$ cat config.mk
export PLATFORM = sky130hd
export DESIGN_NAME = mp_add_seq
export DESIGN_NICKNAME = d
export VERILOG_FILES = /design/src/rtl/mp_add_seq_pkg.sv /design/src/rtl/mp_add_seq_adderN.sv /design/src/rtl/mp_add_seq.sv
export SDC_FILE = /design/constraint.sdc
export NUM_CORES = 1
export LEC_CHECK = 0
export ABC_AREA = 0
export CAP_MARGIN = 20
export CORE_MARGIN = 5
export CORE_UTILIZATION = 41
export DETAILED_ROUTE_END_ITERATION = 10
export PLACE_DENSITY = 0.72
export SYNTH_ARGS = -nofsm -noshare
export SYNTH_HDL_FRONTEND = slang
export SYNTH_SLANG_ARGS = --single-unit
$ cat constraint.sdc
create_clock -name clk -period 12.6 [get_ports clk]
set_input_delay 1.26 -clock clk [delete_from_list [all_inputs] [get_ports clk]]
set_output_delay 1.26 -clock clk [all_outputs]
set_load 0.005 [all_outputs]
$ cat src/rtl/mp_add_seq_pkg.sv
// Shared definitions for the multi-precision add/subtract sequencer:
// the controller state encoding and the sizing of the word index.
package mp_add_seq_pkg;

  localparam logic [1:0] IDLE = 2'd0;
  localparam logic [1:0] RUN  = 2'd1;
  localparam logic [1:0] DONE = 2'd2;

  // Word-index width; kept at least 1 bit so the index register always exists.
  function automatic int idx_width(input int num_words);
    return (num_words <= 2) ? 1 : $clog2(num_words);
  endfunction

endpackage

$ cat src/rtl/mp_add_seq_adderN.sv
// WIDTH-bit ripple-carry adder slice, shared by the sequencer for every word.
module adderN #(
  parameter int WIDTH = 8
) (
  input  logic [WIDTH-1:0] a_i,
  input  logic [WIDTH-1:0] b_i,
  input  logic             cin_i,
  output logic [WIDTH-1:0] sum_o,
  output logic             cout_o
);

  logic [WIDTH:0] carry;

  assign carry[0] = cin_i;

  generate
    for (genvar gi = 0; gi < WIDTH; gi++) begin : g_fa
      assign sum_o[gi]     = a_i[gi] ^ b_i[gi] ^ carry[gi];
      assign carry[gi + 1] = (a_i[gi] & b_i[gi]) | (carry[gi] & (a_i[gi] ^ b_i[gi]));
    end
  endgenerate

  assign cout_o = carry[WIDTH];

endmodule

$ cat src/rtl/mp_add_seq.sv
// Multi-precision add/subtract: one WIDTH-bit word per cycle, LSW first,
// through a single adderN slice with the carry chained in a register.
module mp_add_seq
  import mp_add_seq_pkg::*;
#(
  parameter int WIDTH     = 8,
  parameter int NUM_WORDS = 4
) (
  input  logic                       clk,
  input  logic                       reset,
  input  logic                       start,
  input  logic                       sub,
  input  logic                       cin,
  input  logic [WIDTH*NUM_WORDS-1:0] a,
  input  logic [WIDTH*NUM_WORDS-1:0] b,
  output logic                       busy,
  output logic                       done,
  output logic [WIDTH*NUM_WORDS-1:0] sum,
  output logic                       cout,
  output logic                       ovf
);

  localparam int TOTW = WIDTH * NUM_WORDS;
  localparam int IDXW = idx_width(NUM_WORDS);

  logic [1:0]      state_q, state_d;
  logic [IDXW-1:0] idx_q, idx_d;
  logic            carry_q, carry_d;
  logic            sub_q, sub_d;
  logic [TOTW-1:0] a_q, a_d;
  logic [TOTW-1:0] b_q, b_d;
  logic [TOTW-1:0] sum_q, sum_d;
  logic            cout_q, cout_d;
  logic            ovf_q, ovf_d;

  logic [WIDTH-1:0] a_words [NUM_WORDS];
  logic [WIDTH-1:0] b_words [NUM_WORDS];
  logic [WIDTH-1:0] a_word, b_eff, add_sum;
  logic             add_cout;
  logic             last_word;

  generate
    for (genvar gi = 0; gi < NUM_WORDS; gi++) begin : g_words
      assign a_words[gi] = a_q[gi*WIDTH +: WIDTH];
      assign b_words[gi] = b_q[gi*WIDTH +: WIDTH];
    end
  endgenerate

  // Subtraction is a + ~b + 1; the +1 enters as the initial carry.
  assign a_word    = a_words[idx_q];
  assign b_eff     = sub_q ? ~b_words[idx_q] : b_words[idx_q];
  assign last_word = (idx_q == IDXW'(NUM_WORDS - 1));

  adderN #(.WIDTH(WIDTH)) u_adder (
    .a_i    (a_word),
    .b_i    (b_eff),
    .cin_i  (carry_q),
    .sum_o  (add_sum),
    .cout_o (add_cout)
  );

  always_comb begin
    state_d = state_q;
    idx_d   = idx_q;
    carry_d = carry_q;
    sub_d   = sub_q;
    a_d     = a_q;
    b_d     = b_q;
    sum_d   = sum_q;
    cout_d  = cout_q;
    ovf_d   = ovf_q;
    case (state_q)
      IDLE: begin
        if (start) begin
          a_d     = a;
          b_d     = b;
          sub_d   = sub;
          idx_d   = '0;
          carry_d = sub ? 1'b1 : cin;
          sum_d   = '0;
          state_d = RUN;
        end
      end
      RUN: begin
        for (int i = 0; i < NUM_WORDS; i++) begin
          if (idx_q == IDXW'(i)) sum_d[i*WIDTH +: WIDTH] = add_sum;
        end
        carry_d = add_cout;
        if (last_word) begin
          cout_d  = add_cout;
          ovf_d   = (a_word[WIDTH-1] == b_eff[WIDTH-1]) && (add_sum[WIDTH-1] != a_word[WIDTH-1]);
          state_d = DONE;
        end else begin
          idx_d = idx_q + IDXW'(1);
        end
      end
      DONE:    state_d = IDLE;
      default: state_d = IDLE;
    endcase
  end

  always_ff @(posedge clk or posedge reset) begin
    if (reset) begin
      state_q <= IDLE;
      idx_q   <= '0;
      carry_q <= 1'b0;
      sub_q   <= 1'b0;
      a_q     <= '0;
      b_q     <= '0;
      sum_q   <= '0;
      cout_q  <= 1'b0;
      ovf_q   <= 1'b0;
    end else begin
      state_q <= state_d;
      idx_q   <= idx_d;
      carry_q <= carry_d;
      sub_q   <= sub_d;
      a_q     <= a_d;
      b_q     <= b_d;
      sum_q   <= sum_d;
      cout_q  <= cout_d;
      ovf_q   <= ovf_d;
    end
  end

  assign busy = (state_q != IDLE);
  assign done = (state_q == DONE);
  assign sum  = sum_q;
  assign cout = cout_q;
  assign ovf  = ovf_q;

endmodule

==> results.sh, run 1 <==
export IMPL_status="finished, final reports clean"
export IMPL_hold_buffers=0
export IMPL_grt_max_degree=68
export IMPL_crit_path_start_kind="flop"
export IMPL_cts_tree="built"
export IMPL_avgSynthCellArea_um2=10.85
export IMPL_antenna_found_initial=0
export IMPL_crit_path_max_incr_delay_ns=0.81
export IMPL_reg2reg_depth=15
export IMPL_port_buffers=104
export IMPL_routed_wl_um=10560
export IMPL_cts_root_buffer="clkbuf_16"
export IMPL_via_per_inst=4.852
export IMPL_grt_pass1_wl_um=17890
export IMPL_p_clk_frac=0.155
export IMPL_drtIter0Drc=181
export IMPL_ys_warn_count=0
export IMPL_ir_worst_vdd_uv=141.4
export IMPL_seq_area_frac_synth=0.5451
export IMPL_dp_hpwl_um=7998
export IMPL_sw_frac_of_total=0.3701
export IMPL_netSwitchingPower_uw=653.8
export IMPL_cp_arrival_ns=5.09
export IMPL_fillers=990
export IMPL_hold_viol=0
export IMPL_fin_setup_tns_ns=0
export IMPL_start_util=0.4181
export IMPL_syn_to_final_growth_pct=30.16
export IMPL_grt_pass1_vias=3627
export IMPL_final_setup_viol_count=0
export IMPL_wl_per_cell_um=15.43
export IMPL_postCtsSetupRepairBufs=0
export IMPL_drive_gt1_frac=0.1275
export IMPL_whs_path_depth=2
export IMPL_p_int_uw=1113
export IMPL_clock_path_buffers=2
export IMPL_setup_ws_ns=7.764
export IMPL_critPathLaunch="idx_q[1]"
export IMPL_leakage_uw=0.002987
export IMPL_worst_pin_slew_ns=0.7271
export IMPL_crit_fanout=19
export IMPL_cts_resized=0
export IMPL_drc=0
export IMPL_grt_overflow_total=0
export IMPL_syn_nets=522
export IMPL_min_period_ns=4.836
export IMPL_fmax_ghz=0.2068
export IMPL_clk_pin_slew_ns=0.06
export IMPL_cp_data_required_time_ns=12.86
export IMPL_nNetsFinal=619
export IMPL_holdCritStartpoint="a_q[18]"
export IMPL_cap_violations=0
export IMPL_finClkSkew_ns=0.006888
export IMPL_finalWeightedCongestion=0.7718
export IMPL_syn_area_um2=4775
export IMPL_synth_cell_types=28
export IMPL_crit_chain="mux4_1 > xor2_1 > fa_1 > fa_1 > fa_1 > fa_1 > inv_1 > fa_1 > inv_1 > fa_1 > inv_1 > fa_1 > fa_1 > xor2_1 > o31ai_2"
export IMPL_hp_class="flop to flop"
export IMPL_insertion_delay_ns=0.35
export IMPL_netlist_instances=440
export IMPL_crit_top_cell="fa_1"
export IMPL_p_comb_frac=0.508
export IMPL_chipWidth_um=117.9
export IMPL_final_max_slew_viol_count=0
export IMPL_pre_cts_slack_ns=7.730
export IMPL_finalCritPeriodShare=0.3838
export IMPL_antenna_cells=0
export IMPL_slew_headroom=0.5153
export IMPL_p_per_area_nw_per_um2=284.3
export IMPL_dr_pass1_iters=4
export IMPL_vias=3319
export IMPL_path_class="flop to flop"
export IMPL_regArea_um2=2603
export IMPL_cts_buffers=9
export IMPL_gr_usage_all_layers=0.1583
export IMPL_core_area_um2=11420
export IMPL_r2r_start="idx_q[1]"
export IMPL_p_seq_frac=0.337
export IMPL_rows=39
export IMPL_multi_input_area_um2=2027
export IMPL_cts_num_sinks=104
export IMPL_worst_path_max_delay_cell="dfrtp_1"
export IMPL_worst_setup_path_end_kind="flop"
export IMPL_io_pins=105
export IMPL_die_y_um=117.9
export IMPL_ys_ff_latch=104
export IMPL_antenna_left=0
export IMPL_htreeDepth=3
export IMPL_fp_dieArea_um2=13900
export IMPL_rsz0062_at_grt="false"
==> synthesized netlist by cell type <==
| cell type | instances | share of area |
|---|---|---|
| or2_2 | 1 | 0.0013 |
| buf_4 | 1 | 0.0016 |
| fa_1 | 8 | 0.034 |
| mux2_2 | 33 | 0.078 |
| xor2_1 | 7 | 0.013 |
| mux4_2 | 9 | 0.042 |
| o31ai_2 | 1 | 0.0026 |
| nor3b_1 | 2 | 0.0031 |
| nand2_1 | 202 | 0.16 |
| clkbuf_1 | 11 | 0.0086 |
| mux4_1 | 7 | 0.039 |
| inv_1 | 12 | 0.0094 |
| nor2b_1 | 2 | 0.0026 |
| buf_6 | 1 | 0.0024 |
| xnor2_1 | 2 | 0.0037 |
| nor3_1 | 1 | 0.0010 |
| a21oi_2 | 2 | 0.0037 |
| nand2b_1 | 3 | 0.0039 |
| a21oi_4 | 2 | 0.0068 |
| or3b_2 | 1 | 0.0018 |
| ha_1 | 5 | 0.013 |
| dfrtp_1 | 104 | 0.55 |
| buf_2 | 9 | 0.0094 |
| nand3b_1 | 1 | 0.0016 |
| o21ai_0 | 2 | 0.0021 |
| and2_1 | 5 | 0.0066 |
| nor2_1 | 5 | 0.0039 |
| o31ai_1 | 1 | 0.0016 |
==> routing by layer <==
layer / GRT usage / wire length, um / share of wire
met1: 0.1942 / 4499 / 0.43
met2: 0.2670 / 5257 / 0.50
met3: 0.04998 / 622 / 0.059
met4: 0.04875 / 177 / 0.017
met5: 0 / 0 / 0
==> logic make-up after synthesis <==
logic type / after synthesis / share of synthesized area
simple gates: 223 / 0.1847
flops: 104 / 0.5451
mux: 49 / 0.1588
buf+inv: 34 / 0.03145
fa+ha+maj: 13 / 0.04664
xor+xnor: 9 / 0.01651
compound gates: 8 / 0.01677
==> layout make-up <==
class,count,area share
multi-input combinational,302,0.3262
clock buffer,11,0.03906
clock inverter,4,0.007248
inverter,12,0.007650
tap,143,0.02879
timing repair buffer,108,0.1723
sequential,104,0.4188
==> power by group through the flow <==
| stage | clock network (uW) | registers (uW) | logic, uW |
|---|---|---|---|
| 2_1_floorplan | 0 | 559 | 645 |
| 3_3_place_gp | 0 | 595 | 879 |
| 3_5_place_dp | 0 | 604 | 909 |
| 4_1_cts | 278 | 598 | 917 |
| 5_1_grt | 293 | 616 | 1010 |
| 6_report | 274 | 595 | 898 |
==> flip-flops by register name, summed over array words and instances, names as in the netlist <==
signal,count
a_q,32
b_q,32
sum,32
idx_q,2
state_q,2
carry_q,1
cout,1
ovf,1
sub_q,1
==> per-stage QoR <==
stage	util	power [uW]	instance area [um^2]	std cells	hold WS, ns
global placement	0.5191	1474	5927	669	0.4513
finish	0.5443	1767	6215	684	0.4707
CTS	0.5443	1793	6215	684	0.4752
detailed placement	0.5191	1512	5927	669	0.4590
floorplan	-	1204	4775	440	0.4373
global route	0.5443	1921	6215	684	0.4955
==> final timing paths <==
check,end,slack (ns)
max,ovf,7.76
min,a_q[18],0.47
max reg2reg,ovf,7.76
min reg2reg,a_q[18],0.47
max in group asynchronous,b_q[17],10.13
min in group asynchronous,sum[26],1.33
==> critical path, delay by kind of cell, from the launching register on <==
family          cells  cell delay, ns
fa+ha+maj           8            2.73
flops               1            0.81
mux                 1            0.42
xor+xnor            2            0.36
buf+inv             3            0.22
compound gates      1            0.21
==> placed cells by master (no fill, tap or decap), types with 7 or more instances in the layout <==
master,instances
clkbuf_16,9
clkdlybuf4s50_1,104
dfrtp_1,104
fa_1,8
inv_1,11
mux2_2,33
mux4_1,7
mux4_2,9
nand2_1,202
xor2_1,7
No activity file was read; power rests on OpenSTA's default activity.
==> run 2, diff against run 1 <==
==> constraint.sdc (replaced) <==
create_clock -name clk -period 4.75 [get_ports clk]
set_input_delay 0.475 -clock clk [delete_from_list [all_inputs] [get_ports clk]]
set_output_delay 0.475 -clock clk [all_outputs]
set_load 0.005 [all_outputs]
==> run 2 against run 1 <==
Sequential power increased to 2.6 times the previous value. Largest cell class unchanged. Combinational power increased to 2.7 times the previous value. Sequential share of layout area decreased by 0.31 points. Total power grew to 2.7 times the previous value. Via count hardly changed. Die area did not move. Fmax increased by 6.9%. Worst hold slack about the same.
==> results.sh, run 2 (synthesis results as in run 1) <==
export IMPL_status="finished, final reports clean"
export IMPL_worst_pin_slew_ns=0.6912
export IMPL_cts_root_buffer="clkbuf_16"
export IMPL_whs_path_depth=2
export IMPL_dr_pass1_iters=4
export IMPL_fin_setup_tns_ns=0
export IMPL_vias=3320
export IMPL_crit_fanout=9
export IMPL_cp_data_required_time_ns=5.04
export IMPL_drive_gt1_frac=0.1358
export IMPL_reg2reg_depth=15
export IMPL_postCtsSetupRepairBufs=0
export IMPL_syn_to_final_growth_pct=31.13
export IMPL_cap_violations=0
export IMPL_dp_hpwl_um=8305
export IMPL_pre_cts_slack_ns=0.2455
export IMPL_dr_wl_met2_um=5518
export IMPL_placed_area_um2=5949
export IMPL_cts_num_sinks=104
export IMPL_cts_resized=0
export IMPL_io_pins=105
export IMPL_hold_end="b_q[19]"
export IMPL_drtIter0Drc=180
export IMPL_routed_wl_um=10860
export IMPL_sw_frac_of_total=0.3765
export IMPL_setup_ws_ns=0.2268
export IMPL_routed_top_layer="met4"
export IMPL_finalWeightedCongestion=0.7823
export IMPL_wl_per_cell_um=15.78
export IMPL_holdCritStartpoint="b_q[19]"
export IMPL_met3_length_um=541
export IMPL_p_per_area_nw_per_um2=756.0
export IMPL_cts_tree="built"
export IMPL_antenna_left=0
export IMPL_port_buffers=104
export IMPL_hp_class="flop to flop"
export IMPL_leakage_uw=0.003007
export IMPL_r2r_start="idx_q[0]"
export IMPL_gr_usage_all_layers=0.1640
export IMPL_crit_top_cell="fa_1"
export IMPL_p_comb_frac=0.506
export IMPL_crit_chain="buf_4 > mux4_2 > fa_1 > fa_1 > fa_1 > fa_1 > inv_1 > fa_1 > inv_1 > fa_1 > inv_1 > fa_1 > fa_1 > nor2_1 > mux2_2"
export IMPL_drc=0
export IMPL_hold_slack_ns=0.4710
export IMPL_rows=39
export IMPL_slew_headroom=0.5392
export IMPL_ir_worst_vdd_uv=376.4
export IMPL_start_util=0.4181
export IMPL_critPathLaunch="idx_q[0]"
export IMPL_die_y_um=117.9
export IMPL_p_seq_frac=0.331
export IMPL_grt_pass1_vias=3628
export IMPL_worst_path_max_delay_cell="mux4_2"
export IMPL_layout_common_cells="nand2_1 (202), dfrtp_1 (104), clkdlybuf4s50_1 (104), mux2_2 (33), inv_1 (11)"
export IMPL_netSwitchingPower_uw=1782
export IMPL_hold_viol=0
export IMPL_r2r_slack_ns=0.23
export IMPL_chipWidth_um=117.9
export IMPL_nNetsFinal=622
export IMPL_p_clk_frac=0.163
export IMPL_hold_buffers=0
export IMPL_rsz0062_at_grt="false"
export IMPL_r2r_end="sum[15]"
export IMPL_path_class="flop to flop"
export IMPL_clk_pin_slew_ns=0.07
export IMPL_finClkSkew_ns=0.009239
export IMPL_finalNonFillerCells=688
export IMPL_fp_dieArea_um2=13900
export IMPL_final_max_slew_viol_count=0
export IMPL_wl_met1_um=4694
export IMPL_grt_pass1_wl_um=18620
export IMPL_dp_cells=672
export IMPL_worst_path_buf_inv=4
export IMPL_antenna_found_initial=0
export IMPL_cts_buffers=9
export IMPL_worst_setup_path_end_kind="flop"
export IMPL_core_area_um2=11420
export IMPL_cp_top_family="adder cells"
export IMPL_antenna_cells=0
export IMPL_fmax_ghz=0.2211
export IMPL_p_int_uw=2951
export IMPL_clock_path_buffers=2
export IMPL_cp_arrival_ns=4.81
export IMPL_layout_commonest_cell="nand2_1"
export IMPL_fin_area_um2=6261
export IMPL_crit_path_start_kind="flop"
export IMPL_htreeDepth=3
export IMPL_grt_max_degree=68
export IMPL_min_period_ns=4.523
export IMPL_final_setup_viol_count=0
export IMPL_fillers=1013
export IMPL_insertion_delay_ns=0.35
export IMPL_crit_path_max_incr_delay_ns=0.54
export IMPL_grt_overflow_total=0
export IMPL_finalCritPeriodShare=0.9523
export IMPL_via_per_inst=4.826
-- run 2: changes by cell type in the layout (fill, tap and decap cells not counted), moves of 2 or more --
| cell | change |
|---|---|
| inv_8 | +2 |
| clkinv_2 | -3 |
| buf_4 | +3 |
| clkinv_4 | +2 |
-- run 2: metrics by stage --
stage / utilization / power, uW
2_1_floorplan: - / 3193
3_3_place_gp: 0.5210 / 3909
3_5_place_dp: 0.5210 / 4009
4_1_cts: 0.5483 / 4799
5_1_grt: 0.5483 / 5167
6_report: 0.5483 / 4733
-- run 2: worst max-delay path by stage --
stage | end | slack [ns] | cells after the start
4_1_cts | sum[15] | 0.22 | 15
3_5_place_dp | sum[15] | 0.25 | 15
6_report | sum[15] | 0.23 | 15
3_3_place_gp | ovf | 0.32 | 15
5_1_grt | sum[15] | 0.01 | 15
2_1_floorplan | ovf | 0.25 | 16
-- run 2: area by class of cell --
| type | count | area, um^2 | share of cell area |
|---|---|---|---|
| clock buffers | 9 | 225.2 | 0.03597 |
| multi-input cells | 302 | 2027 | 0.3237 |
| flip-flops and latches | 104 | 2603 | 0.4157 |
| well taps | 143 | 178.9 | 0.02858 |
| repair buffers | 111 | 1094 | 0.1747 |
| inverters | 12 | 47.55 | 0.007594 |
| clock inverters | 7 | 86.33 | 0.01379 |
-- run 2: power by group through the flow --
stage | registers [uW] | clock network, uW | logic (uW)
2_1_floorplan | 1480 | 0 | 1710
3_3_place_gp | 1570 | 0 | 2340
3_5_place_dp | 1590 | 0 | 2420
4_1_cts | 1570 | 782 | 2440
5_1_grt | 1620 | 818 | 2730
6_report | 1570 | 770 | 2400
-- run 2: tightest hold or removal path: stages, from the launching register on --
cell     delay (ns)
dfrtp_1        0.34
nand2_1        0.05
nand2_1        0.05
-- run 2: layer usage --
metal | vias up | track usage
li1 | 1611 | -
met1 | 1626 | 0.2084
met2 | 74 | 0.2790
met3 | 9 | 0.04661
met4 | 0 | 0.03656
met5 | - | 0
==> run 3, diff against run 2 <==
--- a/config.mk
+++ b/config.mk
@@ -5,7 +5,7 @@
 export SDC_FILE = /design/constraint.sdc
 export NUM_CORES = 1
 export LEC_CHECK = 0
-export ABC_AREA = 0
+export ABC_AREA = 1
 export CAP_MARGIN = 20
 export CORE_MARGIN = 5
 export CORE_UTILIZATION = 41
==> run 3 against run 2 <==
Clock-buffer cell count is the same. Cell count grew 23%. Area after synthesis grew 2.9%. Fmax is essentially flat. Largest power group unchanged. Final area grew 0.80%. Critical endpoint unchanged. Largest cell class unchanged. Sequential share of layout area shrank 0.33 points. Clock power shrank 2%. Non-clock buffer count shrank 1.
==> results.sh, run 3 <==
export IMPL_wl_per_cell_um=14.52
export IMPL_cts_buffers=9
export IMPL_r2r_slack_ns=0.23
export IMPL_finClkSkew_ns=0.009473
export IMPL_drtIter0Drc=397
export IMPL_drive_gt1_frac=0.05579
export IMPL_crit_path_start_kind="flop"
export IMPL_rsz0062_at_grt="false"
export IMPL_cts_resized=0
export IMPL_synth_area_leaders="dfrtp_1 (53%), nand2_1 (24%), nand3_1 (5.5%)"
export IMPL_synthMuxAreaShare=0
export IMPL_yosysMostFrequentCell="nand2_1"
export IMPL_path_class="flop to flop"
export IMPL_drc=0
export IMPL_placed_area_um2=6007
export IMPL_routed_wl_um=12290
export IMPL_core_area_um2=11860
export IMPL_antenna_found_initial=0
export IMPL_synth_top_area_frac=0.5297
export IMPL_finalWeightedCongestion=0.8401
export IMPL_cts_num_sinks=104
export IMPL_cap_violations=0
export IMPL_gr_usage_all_layers=0.1753
export IMPL_worst_setup_path_end_kind="flop"
export IMPL_seq_area_frac_synth=0.5297
export IMPL_cp_arrival_ns=4.81
export IMPL_syn_nets=683
export IMPL_final_setup_viol_count=0
export IMPL_finalCritPeriodShare=0.9520
export IMPL_postCtsSetupRepairBufs=0
export IMPL_dr_pass1_iters=5
export IMPL_hp_class="flop to flop"
export IMPL_die_y_um=119.5
export IMPL_chipWidth_um=119.5
export IMPL_dp_hpwl_um=9069
export IMPL_hold_buffers=0
export IMPL_synth_cell_types=24
export IMPL_fillers=1139
export IMPL_min_period_ns=4.522
export IMPL_ys_async_sr_fraction=1.000
export IMPL_yosysTopAreaCell="dfrtp_1"
export IMPL_synth_xor_area_frac=0.01426
export IMPL_p_per_area_nw_per_um2=778.2
export IMPL_cts_tree="built"
export IMPL_clock_path_buffers=2
export IMPL_netlist_instances=601
export IMPL_via_per_inst=4.874
export IMPL_fp_dieArea_um2=14270
export IMPL_synth_compound_area_frac=0.03030
export IMPL_antenna_cells=0
export IMPL_nNetsFinal=776
export IMPL_fmax_ghz=0.2211
export IMPL_status="finished, final reports clean"
export IMPL_yosys_area_share_simple=0.3257
export IMPL_rows=40
export IMPL_ys_ff_latch=104
export IMPL_synth_top_family_by_area="simple AND/OR/NAND/NOR gates"
export IMPL_insertion_delay_ns=0.34
export IMPL_ys_flop_type="dfrtp_1"
export IMPL_io_pins=105
export IMPL_syn_area_um2=4913
export IMPL_ys_warn_count=0
export IMPL_crit_fanout=37
export IMPL_layout_commonest_cell="nand2_1"
export IMPL_grt_max_degree=69
export IMPL_hold_viol=0
export IMPL_leakage_uw=0.003199
export IMPL_layout_common_cells="nand2_1 (311), dfrtp_1 (104), clkdlybuf4s50_1 (104), nand3_1 (54), nor2_1 (23)"
export IMPL_grt_pass1_wl_um=20360
export IMPL_ir_worst_vdd_uv=354.0
export IMPL_cp_data_required_time_ns=5.04
export IMPL_vias=4123
export IMPL_clk_pin_slew_ns=0.08
export IMPL_cts_root_buffer="clkbuf_16"
export IMPL_start_util=0.4142
export IMPL_antenna_left=0
export IMPL_finalNonFillerCells=846
export IMPL_synth_edf_count=0
export IMPL_grt_overflow_total=0
export IMPL_worst_pin_slew_ns=0.9673
export IMPL_fin_area_um2=6311
export IMPL_syn_to_final_growth_pct=28.44
export IMPL_final_max_slew_viol_count=0
export IMPL_synthAdderAreaFrac=0.04533
export IMPL_port_buffers=104
export IMPL_grt_pass1_vias=4090
export IMPL_slew_headroom=0.3542
export IMPL_dp_cells=830
export IMPL_synthTopCellsByCount="nand2_1 (311), dfrtp_1 (104), nand3_1 (54), nor2_1 (23), o21ai_0 (17)"
export IMPL_htreeDepth=3
export IMPL_avgSynthCellArea_um2=8.175
export IMPL_fin_setup_tns_ns=0
==> run 3: cell count changes after synthesis, moves of 6 or more <==
| cell | previous run | this run |
|---|---|---|
| mux2_2 | 33 | 0 |
| mux4_1 | 7 | 0 |
| buf_4 | 1 | 12 |
| inv_2 | 0 | 6 |
| nand2_1 | 202 | 311 |
| nand2_2 | 0 | 8 |
| o21ai_0 | 2 | 17 |
| nand3_1 | 0 | 54 |
| nor2_1 | 5 | 23 |
| mux4_2 | 9 | 0 |
| clkbuf_1 | 11 | 2 |
==> run 3: final timing paths <==
kind                           from       to  cells past startpoint
hold / removal              a_q[19]  a_q[19]                      2
setup reg to reg           idx_q[0]  sum[15]                     19
min in group asynchronous     reset  a_q[11]                      2
max in group asynchronous     reset   b_q[5]                      3
setup / recovery           idx_q[0]  sum[15]                     19
hold reg to reg             a_q[19]  a_q[19]                      2
==> run 3: worst max-delay path, cell delays in order, from the launching register on <==
cell and delay, ns:
dfrtp_1 0.37, buf_4 0.34, nand2_1 0.11, nand3_1 0.10, nand2_1 0.07, xor2_1 0.15, fa_1 0.39, fa_1 0.39
fa_1 0.40, fa_1 0.37, inv_1 0.08, fa_1 0.17, inv_1 0.05, fa_1 0.35, inv_1 0.08, fa_1 0.19
fa_1 0.45, nor2_1 0.25, nand2_1 0.10, nand2_1 0.06
==> run 3: power by group <==
group,internal (uW),leakage (uW),switching [uW]
combinational,993,0.00175,1610
sequential,1300,0.00131,257
clock,414,0.000139,337
total,2710,0.00320,2210
==> run 3: stage by stage <==
| step | utilization | power, uW | hold WS (ns) | setup slack, ns |
|---|---|---|---|---|
| 2_1_floorplan | - | 3294 | 0.4436 | 0.5295 |
| 3_3_place_gp | 0.5064 | 4082 | 0.4673 | 0.4031 |
| 3_5_place_dp | 0.5064 | 4170 | 0.4644 | 0.2731 |
| 4_1_cts | 0.5321 | 4935 | 0.4828 | 0.2500 |
| 5_1_grt | 0.5321 | 5363 | 0.5012 | 0.002898 |
| 6_report | 0.5321 | 4911 | 0.4814 | 0.2279 |
==> run 3: area by class of cell <==
| type | count | area, um^2 | share of cell area |
|---|---|---|---|
| tap | 147 | 183.9 | 0.02914 |
| clock buffer | 9 | 225.2 | 0.03569 |
| inverter | 22 | 85.08 | 0.01348 |
| clock inverter | 7 | 78.83 | 0.01249 |
| sequential | 104 | 2603 | 0.4124 |
| multi-input combinational | 447 | 2049 | 0.3247 |
| timing repair buffer | 110 | 1086 | 0.1721 |
==> run 3: metal layers <==
| layer | global-route usage | wire [um] | vias to the layer above | share of wire |
|---|---|---|---|---|
| li1 | - | - | 2050 | - |
| met1 | 0.2448 | 5553 | 1936 | 0.45 |
| met2 | 0.2860 | 6036 | 125 | 0.49 |
| met3 | 0.02849 | 539 | 12 | 0.044 |
| met4 | 0.04438 | 155 | 0 | 0.013 |
| met5 | 0 | 0 | - | 0 |
==> run 3: cells by family (layout without fill, tap and decap cells) <==
logic type,count (synthesis),after routing
simple gates,399,399
flops,104,104
buf+inv,50,148
compound gates,27,27
fa+ha+maj,13,13
xor+xnor,8,8
